## src/rtl/countdown_pkg.sv

```systemverilog
// countdown_pkg: shared FSM states, segment constants and BCD-to-segment encoder
package countdown_pkg;

    typedef enum logic [1:0] {IDLE, LEVEL, COUNT, DONE} state_t;

    localparam logic [7:0] SEG_BLANK = 8'hFF;
    localparam logic [7:0] SEG_L     = 8'hC7;

    // active-low segments, DP (bit7) always off
    function automatic logic [7:0] seg_enc(input logic [3:0] d);
        case (d)
            4'd0:    seg_enc = 8'hC0;
            4'd1:    seg_enc = 8'hF9;
            4'd2:    seg_enc = 8'hA4;
            4'd3:    seg_enc = 8'hB0;
            4'd4:    seg_enc = 8'h99;
            4'd5:    seg_enc = 8'h92;
            4'd6:    seg_enc = 8'h82;
            4'd7:    seg_enc = 8'hF8;
            4'd8:    seg_enc = 8'h80;
            4'd9:    seg_enc = 8'h90;
            default: seg_enc = SEG_BLANK;
        endcase
    endfunction

endpackage

```

## src/rtl/countdown_timer_gen_if.sv

```systemverilog
// countdown_timer_gen_if: control/status and segment bus between game FSM and timer
interface countdown_timer_gen_if #(parameter int NUM_DIGITS = 2);

    logic                    start;
    logic                    abort;
    logic                    pause;
    logic [4*NUM_DIGITS-1:0] startCount;
    logic [3:0]              curLevel;
    logic                    busy;
    logic                    doneCounting;
    logic [8*NUM_DIGITS-1:0] seg;

    modport master (output start, abort, pause, startCount, curLevel,
                    input  busy, doneCounting, seg);
    modport slave  (input  start, abort, pause, startCount, curLevel,
                    output busy, doneCounting, seg);

endinterface

```

## src/rtl/cd_tick_prescaler.sv

```systemverilog
// cd_tick_prescaler: divides Clk100M by TICK_DIV while enabled; clr restarts the period
module cd_tick_prescaler #(
    parameter int TICK_DIV = 100_000_000
) (
    input  logic Clk100M,
    input  logic resetN,
    input  logic clr,
    input  logic en,
    output logic tick
);

    localparam int W = $clog2(TICK_DIV);

    logic [W-1:0] cnt;

    assign tick = en && cnt == W'(TICK_DIV - 1);

    // frozen while en is low, so a paused tick cycle is simply postponed
    always_ff @(posedge Clk100M)
        if (!resetN || clr) cnt <= '0;
        else if (en)        cnt <= tick ? '0 : cnt + 1'b1;

endmodule

```

## src/rtl/countdown_timer_gen.sv

```systemverilog
// countdown_timer_gen: shows "L<level>" then counts a BCD value down to zero on 7-seg digits
module countdown_timer_gen
    import countdown_pkg::*;
#(
    parameter int NUM_DIGITS    = 2,
    parameter int TICK_DIV      = 100_000_000,
    parameter int LEVEL_TICKS   = 1,
    parameter int SHOW_LEVEL    = 1,
    parameter int BLANK_LEADING = 1
) (
    input logic                Clk100M,
    input logic                resetN,
    countdown_timer_gen_if.slave bus
);

    localparam int CW = 4 * NUM_DIGITS;
    localparam int SW = 8 * NUM_DIGITS;
    localparam int LW = $clog2(LEVEL_TICKS + 1);

    state_t          state_q, state_n;
    logic [CW-1:0]   count_q, count_n, count_dec, count_ld;
    logic [SW-1:0]   seg_q, seg_n, seg_cnt, seg_lvl;
    logic [LW-1:0]   lvl_q, lvl_n;
    logic [NUM_DIGITS:0] borrow, zhi;
    logic            accept, kill, tick, cnt_zero;

    assign accept    = state_q == IDLE && bus.start && !bus.abort;
    assign kill      = state_q != IDLE && bus.abort;
    assign borrow[0] = 1'b1;
    assign cnt_zero  = borrow[NUM_DIGITS];
    assign zhi[NUM_DIGITS] = 1'b1;

    cd_tick_prescaler #(.TICK_DIV(TICK_DIV)) u_presc (
        .Clk100M (Clk100M),
        .resetN  (resetN),
        .clr     (accept),
        .en      (state_q != IDLE && !bus.pause),
        .tick    (tick)
    );

    // per digit: borrow-chain decrement, load clamp, leading-zero detect, display bytes
    for (genvar g = 0; g < NUM_DIGITS; g++) begin : g_digit
        logic [3:0] cd, nd, sd;
        assign cd = count_q[4*g +: 4];
        assign nd = count_n[4*g +: 4];
        assign sd = bus.startCount[4*g +: 4];
        assign count_dec[4*g +: 4] = borrow[g] ? (cd == 4'd0 ? 4'd9 : cd - 4'd1) : cd;
        assign borrow[g+1]         = borrow[g] && cd == 4'd0;
        assign count_ld[4*g +: 4]  = sd > 4'd9 ? 4'd9 : sd;
        assign seg_lvl[8*g +: 8]   = g == 0 ? seg_enc(bus.curLevel) : g == NUM_DIGITS - 1 ? SEG_L : SEG_BLANK;
        if (g == 0) begin : g_lsd
            assign zhi[0]        = zhi[1] && nd == 4'd0;
            assign seg_cnt[7:0] = seg_enc(nd);
        end else begin : g_hi
            assign zhi[g]              = zhi[g+1] && nd == 4'd0;
            assign seg_cnt[8*g +: 8]   = BLANK_LEADING != 0 && zhi[g] ? SEG_BLANK : seg_enc(nd);
        end
    end

    // display follows the state being entered; IDLE keeps whatever was last shown
    assign seg_n = kill ? {NUM_DIGITS{SEG_BLANK}} :
                   state_n == LEVEL ? seg_lvl :
                   state_n == IDLE  ? seg_q   : seg_cnt;

    // next state, count and level-tick counter; abort overrides every transition
    always_comb begin
        state_n = state_q;
        count_n = count_q;
        lvl_n   = lvl_q;
        if (kill) state_n = IDLE;
        else case (state_q)
            IDLE: if (accept) begin
                state_n = SHOW_LEVEL != 0 ? LEVEL : COUNT;
                count_n = count_ld;
                lvl_n   = '0;
            end
            LEVEL: if (tick) begin
                state_n = lvl_q == LW'(LEVEL_TICKS - 1) ? COUNT : LEVEL;
                lvl_n   = lvl_q + 1'b1;
            end
            COUNT: if (tick) begin
                count_n = cnt_zero ? count_q : count_dec;
                state_n = cnt_zero || count_dec == '0 ? DONE : COUNT;
            end
            default: state_n = IDLE;
        endcase
    end

    // registered state and outputs
    always_ff @(posedge Clk100M)
        if (!resetN) begin
            state_q <= IDLE;
            count_q <= '0;
            lvl_q   <= '0;
            seg_q   <= '1;
        end else begin
            state_q <= state_n;
            count_q <= count_n;
            lvl_q   <= lvl_n;
            seg_q   <= seg_n;
        end

    assign bus.busy         = state_q != IDLE;
    assign bus.doneCounting = state_q == DONE;
    assign bus.seg          = seg_q;

endmodule

```

## src/flat_wrapper.sv

```systemverilog
// flat-port wrapper written by rule: the top's interface ports become plain ports
module countdown_timer_gen_flat import countdown_pkg::*;
#(
    parameter int NUM_DIGITS    = 2,
    parameter int TICK_DIV      = 100_000_000,
    parameter int LEVEL_TICKS   = 1,
    parameter int SHOW_LEVEL    = 1,
    parameter int BLANK_LEADING = 1
)
  (Clk100M, resetN, bus_start, bus_abort, bus_pause, bus_startCount, bus_curLevel, bus_busy, bus_doneCounting, bus_seg);
  countdown_timer_gen_if #(.NUM_DIGITS(NUM_DIGITS)) bus_i ();
  input logic Clk100M;
  input logic resetN;
  input wire logic [$bits(bus_i.start)-1:0] bus_start;
  input wire logic [$bits(bus_i.abort)-1:0] bus_abort;
  input wire logic [$bits(bus_i.pause)-1:0] bus_pause;
  input wire logic [$bits(bus_i.startCount)-1:0] bus_startCount;
  input wire logic [$bits(bus_i.curLevel)-1:0] bus_curLevel;
  output wire logic [$bits(bus_i.busy)-1:0] bus_busy;
  output wire logic [$bits(bus_i.doneCounting)-1:0] bus_doneCounting;
  output wire logic [$bits(bus_i.seg)-1:0] bus_seg;
  assign bus_i.start = bus_start;
  assign bus_i.abort = bus_abort;
  assign bus_i.pause = bus_pause;
  assign bus_i.startCount = bus_startCount;
  assign bus_i.curLevel = bus_curLevel;
  assign bus_busy = bus_i.busy;
  assign bus_doneCounting = bus_i.doneCounting;
  assign bus_seg = bus_i.seg;
  countdown_timer_gen #(.NUM_DIGITS(NUM_DIGITS), .TICK_DIV(TICK_DIV), .LEVEL_TICKS(LEVEL_TICKS), .SHOW_LEVEL(SHOW_LEVEL), .BLANK_LEADING(BLANK_LEADING)) u_core (.Clk100M(Clk100M), .resetN(resetN), .bus(bus_i));
endmodule
```

## config.mk

```make
export PLATFORM = sky130hd
export DESIGN_NAME = countdown_timer_gen_flat
export DESIGN_NICKNAME = d
export VERILOG_FILES = /design/src/rtl/countdown_pkg.sv /design/src/rtl/countdown_timer_gen_if.sv /design/src/rtl/cd_tick_prescaler.sv /design/src/rtl/countdown_timer_gen.sv /design/src/flat_wrapper.sv
export SDC_FILE = /design/constraint.sdc
export NUM_CORES = 1
export LEC_CHECK = 0
export BUFFER_PORTS_ARGS = -buffer_cell sky130_fd_sc_hd__buf_4
export CAP_MARGIN = 30
export CORE_UTILIZATION = 40
export DETAILED_ROUTE_END_ITERATION = 8
export PLACE_DENSITY = 0.6
export SYNTH_ARGS = -nofsm -noshare
export SYNTH_HDL_FRONTEND = slang
export SYNTH_SLANG_ARGS = --single-unit
```

## constraint.sdc

```tcl
create_clock -name Clk100M -period 6.05 [get_ports Clk100M]
set_input_delay 1.21 -clock Clk100M [delete_from_list [all_inputs] [get_ports Clk100M]]
set_output_delay 1.21 -clock Clk100M [all_outputs]
set_load 0.02 [all_outputs]
```

==> results of run 1 <==
-- metal layers --
layer | vias up | wire length (µm) | track usage
met5 | - | 0 | 0
met4 | 0 | 150 | 0.0690
met3 | 12 | 283 | 0.0340
met2 | 67 | 3680 | 0.313
met1 | 1366 | 3630 | 0.256
li1 | 1503 | - | -
-- worst paths after layout --
check	startpoint	to	depth (start not counted)
max reg2reg	u_core.u_presc.cnt[0]	u_core.bus.seg[11]	10
min	u_core.bus.seg[7]	u_core.bus.seg[7]	1
max	bus_pause	u_core.bus.seg[11]	10
min reg2reg	u_core.bus.seg[7]	u_core.bus.seg[7]	1
-- critical path, delay by kind of cell --
kind	cells	cell delay, ns
mux	1	0.27
simple gates	4	0.86
fa+ha+maj	1	0.32
compound gates	2	0.85
buf+inv	2	0.28
-- state kept, by name, indices dropped and copies added (netlist names) --
name	count
u_core.count_q	8
u_core.bus.seg	15
u_core.state_q	2
u_core.lvl_q	1
u_core.u_presc.cnt	27
-- kinds of logic after synthesis --
family / share of synthesized area
compound gates: 0.198
xor+xnor: 0.0570
fa+ha+maj: 0.0697
buf+inv: 0.0434
flops: 0.329
mux: 0.0159
other cells: 0.00116
simple gates: 0.286
-- final cells by class --
type,instances,area share
Sequential cell,53,0.289
Clock inverter,3,0.0187
Timing Repair Buffer,34,0.0695
Tap cell,102,0.0347
Clock buffer,5,0.0187
Multi-Input combinational cell,323,0.552
Inverter,17,0.0174
-- through the flow --
stage          worst slack, ns  area [µm²]  hold slack (ns)
2_1_floorplan             2.59        3230            0.467
3_3_place_gp              2.24        3530            0.434
3_5_place_dp              2.19        3540            0.436
4_1_cts                   2.53        3670            0.466
5_1_grt                   2.28        3670            0.512
6_report                  2.47        3670            0.461
-- power breakdown --
part / switching [mW] / internal, mW / leakage (nW)
clock network: 0.120 / 0.167 / 0.0687
registers: 0.0135 / 0.362 / 0.431
logic: 0.100 / 0.0650 / 0.977
-- Yosys cell counts (3+ instances only) --
master    count  area (µm²)
o21a_1        6        45.0
a221oi_1      4        35.0
and4_1        5        43.8
nand2b_1      7        43.8
and2_1        3        18.8
a221o_1       3        30.0
o211a_1       3        30.0
or3_1         6        37.5
a31oi_1       4        25.0
o21ai_0      25         125
nand2_1      33         124
a211oi_1      4        30.0
mux2i_1       4        40.0
nor4_1        3        18.8
dfxtp_1      53        1060
inv_1        16        60.1
and3_1        7        43.8
buf_6         3        33.8
clkbuf_1      8        30.0
o21ai_1       6        30.0
nor2_1       59         221
ha_1         18         225
xor2_1       19         166
nand3_1      18        90.1
a21oi_1      29         145
nand4_1       8        50.1
nor2b_1       5        31.3
nor3_1        7        35.0
==> metrics, run 1 <==
Root Driver clkbuf_8; Initial Util 0.416; initial antenna violation count 0; Port Buffer Count 33; Worst EP required 6.25 ns; Least-Margin Pin Slew 1.01 ns; worst-skew pair later-pin latency 0.31 ns; global-route wire length before repair 13300 µm; min cycle time layout 3.58 ns; most frequent cells in the layout nor2_1, dfxtp_1, buf_4; CP Capture Type flip-flop; Final Wtd Congestion 0.884; Mapped Cells 406; crit path kind input pin to flip-flop; CTS hold repair buffers 0; register area 1060 µm²; final clock skew 0.00857 ns; multi-input combinational cell area 2030 µm²; static leakage 1.48 nW; startpoint types input pin; final hold vios 0; Util after Layout 0.473; drt first pass iters 4; cts repair resizes 0; fin cells 537; CP arrival 3.78 ns; total power 827 µW; Total GRT Usage 0.193; slowest stage delay, CP 0.59 ns; Setup Buffers After CTS 0; final setup fails 0; dpl hpwl 5820 µm; count of pins over their slew limit 0; status finished, final reports clean; vias 2948; syn nets 441; CTS Buf Count 5; Fillers 807; share of cells above drive strength 1 0.122; clk sinks 53; setup TNS 0 ns; final WL 7740 µm; DR WL/cell 14.4 µm; Die W 91.9 µm; Post-synth EDFFs 0; syn_area_per_cell 7.95 µm²; area growth from synthesis to layout 13.8%; boundary pin count 35; routed vias/inst 5.49; clk buf depth 2; crit-path cells buf_4, and4b_1, and4_1, nand3_1, o221ai_1, inv_1, ha_1, mux2_2, a221oi_1, nand2_1; antenna viol nets, final 0; asr flop ratio synth 0; Distinct cells, synth 60; Worst Path Max Fanout 8; DIE HEIGHT 91.9 µm; Initial DRC Count 161; die area 8440 µm²; Final Cycle Share 0.592; Worst Hold Class flip-flop to flip-flop; CTS tree built; FF-to-FF setup slack 2.82 ns; DRC Markers 0; #FFs+latches synth 53; core area 7770 µm²; Max-Cap Viols 0; Max VDD drop 0.103 mV; Yosys Warn Count 0; fmax 279 MHz; RSZ-0062 raised after global routing no; top_reg_cell synth dfxtp_1; Antenna Cells 0; number of global-route vias before repair 2776; Pwr Density 225 nW/µm²; Rows 32; Post-Syn Area 3230 µm²; Worst-path clk slew 0.10 ns; largest net degree at the start of global routing 26; most common cell after layout, fill and taps aside nor2_1; Nets 469; DP Cell Count 529; CTS H-tree lvls 2; sequential area share after synthesis 0.329; slew margin rel. 0.325; total global routing overflow 0; slowest CP cell o221ai_1
No activity file was read; power rests on OpenSTA's default activity.
==> run 2: changes to the inputs <==
==> constraint.sdc (replaced) <==
create_clock -name Clk100M -period 3.3 [get_ports Clk100M]
set_input_delay 0.66 -clock Clk100M [delete_from_list [all_inputs] [get_ports Clk100M]]
set_output_delay 0.66 -clock Clk100M [all_outputs]
set_load 0.02 [all_outputs]
==> run 2 against run 1 <==
Net effect:
- register-to-register slack worse by 2.5 ns
- global-route usage up 0.063 points
- sequential power up 82%
- first-iteration DRC count down 4.3%
- combinational power up 95%
- critical path type is now flip-flop to flip-flop
- critical endpoint unchanged
==> metrics, run 2 (synthesized netlist as in run 1, its figures left out) <==
status finished, final reports clean; RSZ-0062 raised after global routing no; dpl hpwl 5920 µm; drt first pass iters 4; Port Buffer Count 33; area growth from synthesis to layout 16.2%; placed inst area 3630 µm²; FF-to-FF setup slack 0.28 ns; worst-skew pair later-pin latency 0.30 ns; slowest stage delay, CP 0.41 ns; slowest CP cell nor4b_1; crit-path cells nor4b_1, and4_1, nand3_1, o21ai_2, nor2_1, a21oi_2, inv_1, ha_1, mux2_2, a221oi_1, nand2_1; Max VDD drop 0.191 mV; min cycle time layout 3.02 ns; fin cells 549; final setup fails 0; antenna viol nets, final 0; worst reg2reg startpoint u_core.u_presc.cnt[10]; Worst-path clk slew 0.09 ns; Final Cycle Share 0.916; P_int 1.01 mW; Hold Crit Start u_core.bus.seg[7]; Initial Util 0.416; CTS Buf Count 5; Seq pwr share 0.476; global-route wire length before repair 13300 µm; total global routing overflow 0; Gate power share 0.225; CTS hold repair buffers 0; final WL 7750 µm; CP Capture Type flip-flop; Die W 91.9 µm; setup TNS 0 ns; startpoint types flip-flop; Psw 416 µW; Max-Cap Viols 0; Largest Register u_core.u_presc.cnt; delay-heaviest family, CP simple AND/OR/NAND/NOR gates; Fillers 784; routed vias/inst 5.44; Worst Path Max Fanout 6; most frequent cells in the layout nor2_1, dfxtp_1, buf_4; Nets 482; crit path kind flip-flop to flip-flop; number of global-route vias before repair 2861; Util after Layout 0.483; Buf/Inv on CP 1; final clock skew 0.00669 ns; static leakage 1.53 nW; fin worst setup slack 0.276 ns; Rows 32; fmax 331 MHz; Root Driver clkbuf_8; Final Wtd Congestion 0.894; Worst Hold Class flip-flop to flip-flop; DIE HEIGHT 91.9 µm; r2r worst-path depth 11; final instance area 3750 µm²; initial antenna violation count 0; share of cells above drive strength 1 0.152; DP Cell Count 542; Setup Buffers After CTS 0; largest net degree at the start of global routing 26; Hold WS 0.463 ns; count of pins over their slew limit 0; final hold vios 0; DRC Markers 0; total power 1.43 mW; Net Sw Frac 0.291; Place WS 0.0926 ns; DR WL/cell 14.1 µm; Antenna Cells 0; boundary pin count 35; Pwr Density 381 nW/µm²; die area 8440 µm²; cts repair resizes 0; cell count along the critical path 11; CTS H-tree lvls 2; Total GRT Usage 0.194; Clk network pwr share 0.299; most common cell after layout, fill and taps aside nor2_1; RR Endpoint u_core.bus.seg[11]; CP arrival 3.22 ns; clk sinks 53; clk buf depth 2; Largest register FFs 27; CTS tree built; Critical path destination u_core.bus.seg[11]; core area 7770 µm²; Initial DRC Count 154; Worst EP required 3.50 ns; vias 2985; Setup crit start u_core.u_presc.cnt[10]
run 2: changes by cell type in the layout (fill, tap and decap cells not counted):
cell | previous run | this run
o21ai_1 | 6 | 5
bufinv_16 | 2 | 1
o21ai_2 | 1 | 2
buf_4 | 34 | 47
o221ai_2 | 0 | 1
o221ai_1 | 2 | 1
inv_6 | 1 | 0
nor4bb_1 | 1 | 0
clkinv_2 | 0 | 1
nor4bb_2 | 0 | 1
run 2: area by class of cell:
cell class | count | area (µm²) | area share
inverters | 17 | 63.8 | 0.0170
clock inverters | 2 | 35.0 | 0.00933
repair buffers | 47 | 353 | 0.0940
well taps | 102 | 128 | 0.0340
clock buffers | 5 | 68.8 | 0.0183
multi-input cells | 323 | 2040 | 0.545
flip-flops and latches | 53 | 1060 | 0.283
run 2: how the worst min path moves through the flow:
stage	end	cells after the start
4_1_cts	u_core.bus.seg[7]	1
2_1_floorplan	u_core.u_presc.cnt[12]	2
6_report	u_core.bus.seg[7]	1
3_5_place_dp	u_core.bus.seg[7]	1
3_3_place_gp	u_core.bus.seg[7]	1
5_1_grt	u_core.bus.seg[7]	1
run 2: power groups by stage:
| stage | combinational [mW] | sequential [mW] | clock (mW) |
|---|---|---|---|
| 2_1_floorplan | 0.193 | 0.713 | 0 |
| 3_5_place_dp | 0.318 | 0.696 | 0 |
| 4_1_cts | 0.320 | 0.681 | 0.442 |
| 6_report | 0.322 | 0.681 | 0.428 |
| 3_3_place_gp | 0.317 | 0.696 | 0 |
| 5_1_grt | 0.359 | 0.685 | 0.464 |
run 2: routing by layer:
layer | vias to the layer above | GRT usage | wire length (µm)
li1 | 1529 | - | -
met1 | 1388 | 0.249 | 3840
met2 | 55 | 0.333 | 3580
met3 | 13 | 0.0323 | 240
met4 | 0 | 0.0521 | 87
met5 | - | 0 | 0
